## src/rtl/sp_result_drain.sv

```systemverilog
// sp_result_drain
// Drains a block of 64-bit result words out of a scratchpad BRAM and
// presents them on a valid/ready stream, accumulating an XOR checksum.
//
// Ports:
//   clk, rst        - rising-edge clock, synchronous active-high reset
//   start           - one-cycle drain request, only honoured in IDLE
//   base_addr       - first BRAM address (captured on accepted start)
//   word_cnt        - number of words to drain (captured on accepted start)
//   raddr, rd_issue - BRAM read request; rdata returns one cycle after
//   rdata           - BRAM read data
//   busy            - drain in progress (cycle after start through done)
//   done            - one-cycle pulse after the final word is accepted
//   out_valid, out_data, out_ready - result stream
//   checksum        - XOR of every word transferred in the current/last drain
//   fsm_state       - current controller state, for observation
//
// Stream handshake: a word transfers on every rising edge where
// out_valid && out_ready; while out_valid && !out_ready, out_data holds.
//
// The first read is issued combinationally in the same cycle start is
// accepted, so the first word reaches the output buffer two cycles after
// start and the final done pulse lands N+2 cycles after start.
module sp_result_drain #(
    parameter int unsigned ADDR_STEP  = 1,
    parameter int unsigned FIFO_DEPTH = 4
) (
    input  logic        clk,
    input  logic        rst,
    input  logic        start,
    input  logic [31:0] base_addr,
    input  logic [15:0] word_cnt,
    output logic [31:0] raddr,
    output logic        rd_issue,
    input  logic [63:0] rdata,
    output logic        busy,
    output logic        done,
    output logic        out_valid,
    output logic [63:0] out_data,
    input  logic        out_ready,
    output logic [63:0] checksum,
    output logic [1:0]  fsm_state
);

    localparam int PTR_W = $clog2(FIFO_DEPTH);
    localparam int CNT_W = PTR_W + 1;

    typedef enum logic [1:0] {
        IDLE  = 2'd0,
        RUN   = 2'd1,
        FLUSH = 2'd2,
        DONE  = 2'd3
    } state_t;

    state_t state_q, state_d;

    logic [31:0]      raddr_q;
    logic [31:0]      next_addr_q;
    logic [31:0]      issue_addr;
    logic [15:0]      cnt_q;
    logic [15:0]      issued_q;
    logic             inflight_q;
    logic [63:0]      mem [FIFO_DEPTH];
    logic [PTR_W-1:0] wr_ptr_q;
    logic [PTR_W-1:0] rd_ptr_q;
    logic [CNT_W-1:0] fifo_count_q;
    logic [63:0]      checksum_q;

    logic accept;
    logic issue;
    logic credit_ok;
    logic fire;
    logic fifo_wr;

    assign accept    = (state_q == IDLE) && start;
    // Buffered words plus the one word that may still be on its way back
    // from the BRAM must leave room, so a returning word always has a slot.
    assign credit_ok = (fifo_count_q + CNT_W'(inflight_q)) < CNT_W'(FIFO_DEPTH);
    assign out_valid = (fifo_count_q != '0);
    assign out_data  = mem[rd_ptr_q];
    assign fire      = out_valid && out_ready;
    // Only reads issued since the last reset are marked in flight, so data
    // returning after an aborting reset is never written.
    assign fifo_wr   = inflight_q;

    always_comb begin
        state_d    = state_q;
        issue      = 1'b0;
        issue_addr = next_addr_q;
        case (state_q)
            IDLE: begin
                if (start) begin
                    if (word_cnt != 16'd0) begin
                        issue      = 1'b1;
                        issue_addr = base_addr;
                        state_d    = RUN;
                    end else begin
                        state_d = DONE;
                    end
                end
            end
            RUN: begin
                if ((issued_q != cnt_q) && credit_ok) begin
                    issue = 1'b1;
                end
                if ((issued_q + 16'(issue)) == cnt_q) begin
                    state_d = FLUSH;
                end
            end
            FLUSH: begin
                // Final word leaving with nothing else buffered or returning.
                if (fire && (fifo_count_q == CNT_W'(1)) && !inflight_q) begin
                    state_d = DONE;
                end
            end
            DONE: begin
                state_d = IDLE;
            end
            default: begin
                state_d = IDLE;
            end
        endcase
    end

    assign rd_issue  = issue;
    assign raddr     = issue ? issue_addr : raddr_q;
    assign busy      = (state_q != IDLE);
    assign done      = (state_q == DONE);
    assign checksum  = checksum_q;
    assign fsm_state = state_q;

    always_ff @(posedge clk) begin
        if (rst) begin
            state_q      <= IDLE;
            raddr_q      <= '0;
            next_addr_q  <= '0;
            cnt_q        <= '0;
            issued_q     <= '0;
            inflight_q   <= 1'b0;
            wr_ptr_q     <= '0;
            rd_ptr_q     <= '0;
            fifo_count_q <= '0;
            checksum_q   <= '0;
        end else begin
            state_q    <= state_d;
            inflight_q <= issue;

            if (issue) begin
                raddr_q     <= issue_addr;
                next_addr_q <= issue_addr + 32'(ADDR_STEP);
            end

            if (accept) begin
                cnt_q    <= word_cnt;
                issued_q <= (word_cnt != 16'd0) ? 16'd1 : 16'd0;
            end else if (issue) begin
                issued_q <= issued_q + 16'd1;
            end

            if (fifo_wr) begin
                wr_ptr_q <= wr_ptr_q + PTR_W'(1);
            end
            if (fire) begin
                rd_ptr_q <= rd_ptr_q + PTR_W'(1);
            end
            case ({fifo_wr, fire})
                2'b10:   fifo_count_q <= fifo_count_q + CNT_W'(1);
                2'b01:   fifo_count_q <= fifo_count_q - CNT_W'(1);
                default: fifo_count_q <= fifo_count_q;
            endcase

            if (accept) begin
                checksum_q <= '0;
            end else if (fire) begin
                checksum_q <= checksum_q ^ out_data;
            end
        end
    end

    // Storage array carries no reset; pointers and count define validity.
    always_ff @(posedge clk) begin
        if (fifo_wr) begin
            mem[wr_ptr_q] <= rdata;
        end
    end

endmodule

```

## config.mk

```make
export PLATFORM = sky130hd
export DESIGN_NAME = sp_result_drain
export DESIGN_NICKNAME = d
export VERILOG_FILES = /design/src/rtl/sp_result_drain.sv
export SDC_FILE = /design/constraint.sdc
export NUM_CORES = 1
export LEC_CHECK = 0
export CAP_MARGIN = 20
export CORE_MARGIN = 8
export CORE_UTILIZATION = 58
export DETAILED_ROUTE_END_ITERATION = 8
export DONT_BUFFER_PORTS = 1
export PLACE_DENSITY = 0.74
export SETUP_SLACK_MARGIN = 0.2
export SYNTH_ARGS = -nofsm -noshare
export SYNTH_HDL_FRONTEND = slang
export SYNTH_SLANG_ARGS = --single-unit
```

## constraint.sdc

```tcl
create_clock -name clk -period 5.11 [get_ports clk]
set_input_delay 0.7665 -clock clk [delete_from_list [all_inputs] [get_ports clk]]
set_output_delay 0.7665 -clock clk [all_outputs]
set_load 0.02 [all_outputs]
```

==> flow_metrics.tcl <==
set metrics [dict create \
    cts_sinks 428 \
    fin_skew_ns 0.0129 \
    start_util 0.592 \
    mostFrequentLayoutCell "edfxtp_1" \
    worstSetupPathType "reg -> out" \
    io_buffer_count 0 \
    synth_fa_ha_area_frac 0.0124 \
    synth_compound_area_frac 0.0525 \
    area_growth_pct 10.5 \
    path_max_fanout 31 \
    worstSetupStartpointType "register" \
    grt_pass1_vias 11300 \
    overflow 0 \
    crit_family "simple AND/OR/NAND/NOR gates" \
    drcViolationCount 0 \
    path_buf_inv 2 \
    cts.clk_slew.worst_paths_ns 0.06 \
    cp_num_cells 8 \
    rrSetupSlack_ns 0.63 \
    hold_path_class "in -> reg" \
    stdcell_count 1841 \
    synth_cells 1431 \
    async_flop_share 0 \
    drt_iter0_markers 769 \
    ios 282 \
    cts_buffers 43 \
    cts_setup_buffers 0 \
    grt_usage 0.213 \
    grt_max_degree 128 \
    synth_xor_area_frac 0.0772 \
    worstPathArrival_ns 3.79 \
    synth_ff_type "edfxtp_1" \
    power_uw 11100 \
    period_share 0.892 \
    crit_start "issued_q[6]$_SDFFE_PP0P_" \
    worstReg2RegStart "fsm_state[1]$_SDFFE_PP0P_" \
    vdd_drop_max_v 0.000378 \
    muxShareOfSynthArea 0.103 \
    end_kind "output pin" \
    final-max-slew-violation-count 0 \
    fin_tns_setup_ns 0 \
    slew_headroom 0.346 \
    htree_num_levels 2 \
    hold_viol_final 0 \
    drt-wirelength-per-cell_um 22.0 \
    fmax_mhz 219 \
    fp.coreArea_um2 30700 \
    maxCapViolations 0 \
    synth-edff-count 256 \
    synth-simple-area-share 0.121 \
    via_count 11000 \
    antenna_found_initial 0 \
    die_w_um 193 \
    synth_seq_cells 428 \
    reg2reg_to "next_addr_q[28]$_SDFFE_PP0P_" \
    fp.dieH_um 193 \
    cts-resized-gates 0 \
    rsz0062_at_grt "false" \
    syn_area_um2 18100 \
    final_layout_size_suffix_gt1_frac 0.122 \
    clk_latency_ns 0.54 \
    fin_crit_ns 4.56 \
    endpoint "raddr[1]" \
    wl_mm 40.5 \
    status "finished, final reports clean" \
    dr.pass1.iters 7 \
    yosysSeqAreaShare 0.613 \
    hold_buffers 0 \
    cts_root_buffer "clkbuf_16" \
    most-common-layout-cells "edfxtp_1, dfxtp_1, nor2_1, nand2_1, xor2_1" \
    final_core_util 0.654 \
    dp_hpwl_mm 26.5 \
    placementRows 64 \
    tritoncts "yes" \
    dp_cells 1761 \
    synth_top_family_by_area "simple AND/OR/NAND/NOR gates" \
    antenna_cells 0 \
    place.gp.congestion 0.837 \
    powerDensity_nw_per_um2 556 \
    fin_nets 1544 \
    avgSynthCellArea_um2 12.7 \
    synth_warnings 0 \
    via_per_inst 5.98 \
    clk_path_buf_depth 3 \
    dieArea_um2 37200 \
    slowest_delay_ns 0.62 \
    synth_fp_nets 1565 \
    required_ns 4.34 \
    drt.antenna.violating_nets 0 \
    leakagePower_uw 0.00690 \
    setup_viol 0 \
    worst_slew_pin_slew_ns 0.981 \
    ys_types 57 \
    grt_pass1_wl_mm 62.8 \
    ff2ff_path_depth 16 \
    path_cells "xor2_1 -> or4b_2 -> nor4_1 -> a21oi_2 -> buf_4 -> nor2_1 -> inv_1 -> a21oi_1" \
    critPathSlowestCell "or4b_2" \
]
## final cells by class
class,count,area (um^2)
flip-flops and latches,428,11100
clock inverters,15,218
multi-input cells,908,6670
clock buffers,65,1350
repair buffers,15,125
fillers,2210,10600
inverters,14,52.6
well taps,396,495
## cell families after synthesis
family	Yosys count
DFF	428
xor gates and xnor gates	160
muxes	107
and+or+nand+nor	474
AOI/OAI and AO/OA	149
adders and majority gates	18
buffers and inverters	95
## worst min-delay path by stage
stage / depth (start not counted) / slack [ns] / from / endpoint
2_1_floorplan: 2 / 0.44 / next_addr_q[1]$_SDFFE_PP0P_ / next_addr_q[1]$_SDFFE_PP0P_
3_3_place_gp: 2 / 0.45 / next_addr_q[1]$_SDFFE_PP0P_ / next_addr_q[1]$_SDFFE_PP0P_
3_5_place_dp: 2 / 0.45 / cnt_q[5]$_SDFFE_PP0P_ / cnt_q[5]$_SDFFE_PP0P_
4_1_cts: 1 / 0.28 / rst / cnt_q[3]$_SDFFE_PP0P_
5_1_grt: 1 / 0.27 / rst / cnt_q[9]$_SDFFE_PP0P_
6_report: 1 / 0.29 / rst / cnt_q[5]$_SDFFE_PP0P_
## synthesized netlist by cell type (7+ instances only)
master,count,area share
nand4_1,31,0.011
a21oi_1,69,0.019
dfxtp_1,172,0.19
mux4_2,64,0.079
inv_1,14,0.0029
nor4_1,7,0.0024
mux2i_1,39,0.022
nor3_1,8,0.0022
xor2_1,125,0.060
buf_1,19,0.0039
ha_1,18,0.012
edfxtp_1,256,0.42
nand2_1,148,0.031
a211oi_1,30,0.012
o21ai_0,12,0.0033
and3_1,10,0.0034
nand3_1,33,0.0091
xnor2_1,35,0.017
nor2_1,162,0.034
nor2b_1,32,0.011
clkbuf_1,55,0.011
and2_1,10,0.0034
## metrics by stage
| stage | area, um^2 | worst slack [ns] | hold slack [ns] |
|---|---|---|---|
| after global placement | 18500 | 0.494 | 0.451 |
| after detailed placement | 18500 | 0.441 | 0.452 |
| final | 20000 | 0.550 | 0.295 |
| after global routing | 20000 | 0.262 | 0.273 |
| after CTS | 20000 | 0.540 | 0.276 |
| after floorplan | 18100 | 0.817 | 0.440 |
## registers in the layout (all words and copies together), names as in the netlist, named ones only
register and flops:
cnt_q 16, next_addr_q 32, fifo_wr 1, mem 256
raddr_q 32, issued_q 16, wr_ptr_q 2, fsm_state 2
rd_ptr_q 2, checksum 64, fifo_count_q 3
## power by group
part | total (uW) | internal, uW | leakage (uW) | switching [uW]
clock | 3350 | 2050 | 0.000776 | 1310
sequential | 4720 | 4210 | 0.00373 | 516
combinational | 3070 | 1060 | 0.00239 | 2010
total | 11100 | 7320 | 0.00690 | 3830
## layer usage
metal / wire, um / vias to the layer above / GRT usage
li1: - / 5126 / -
met1: 15600 / 5441 / 0.254
met2: 20300 / 384 / 0.367
met3: 3920 / 61 / 0.0734
met4: 732 / 0 / 0.0536
met5: 0 / - / 0
No activity file was read; power rests on OpenSTA's default activity.
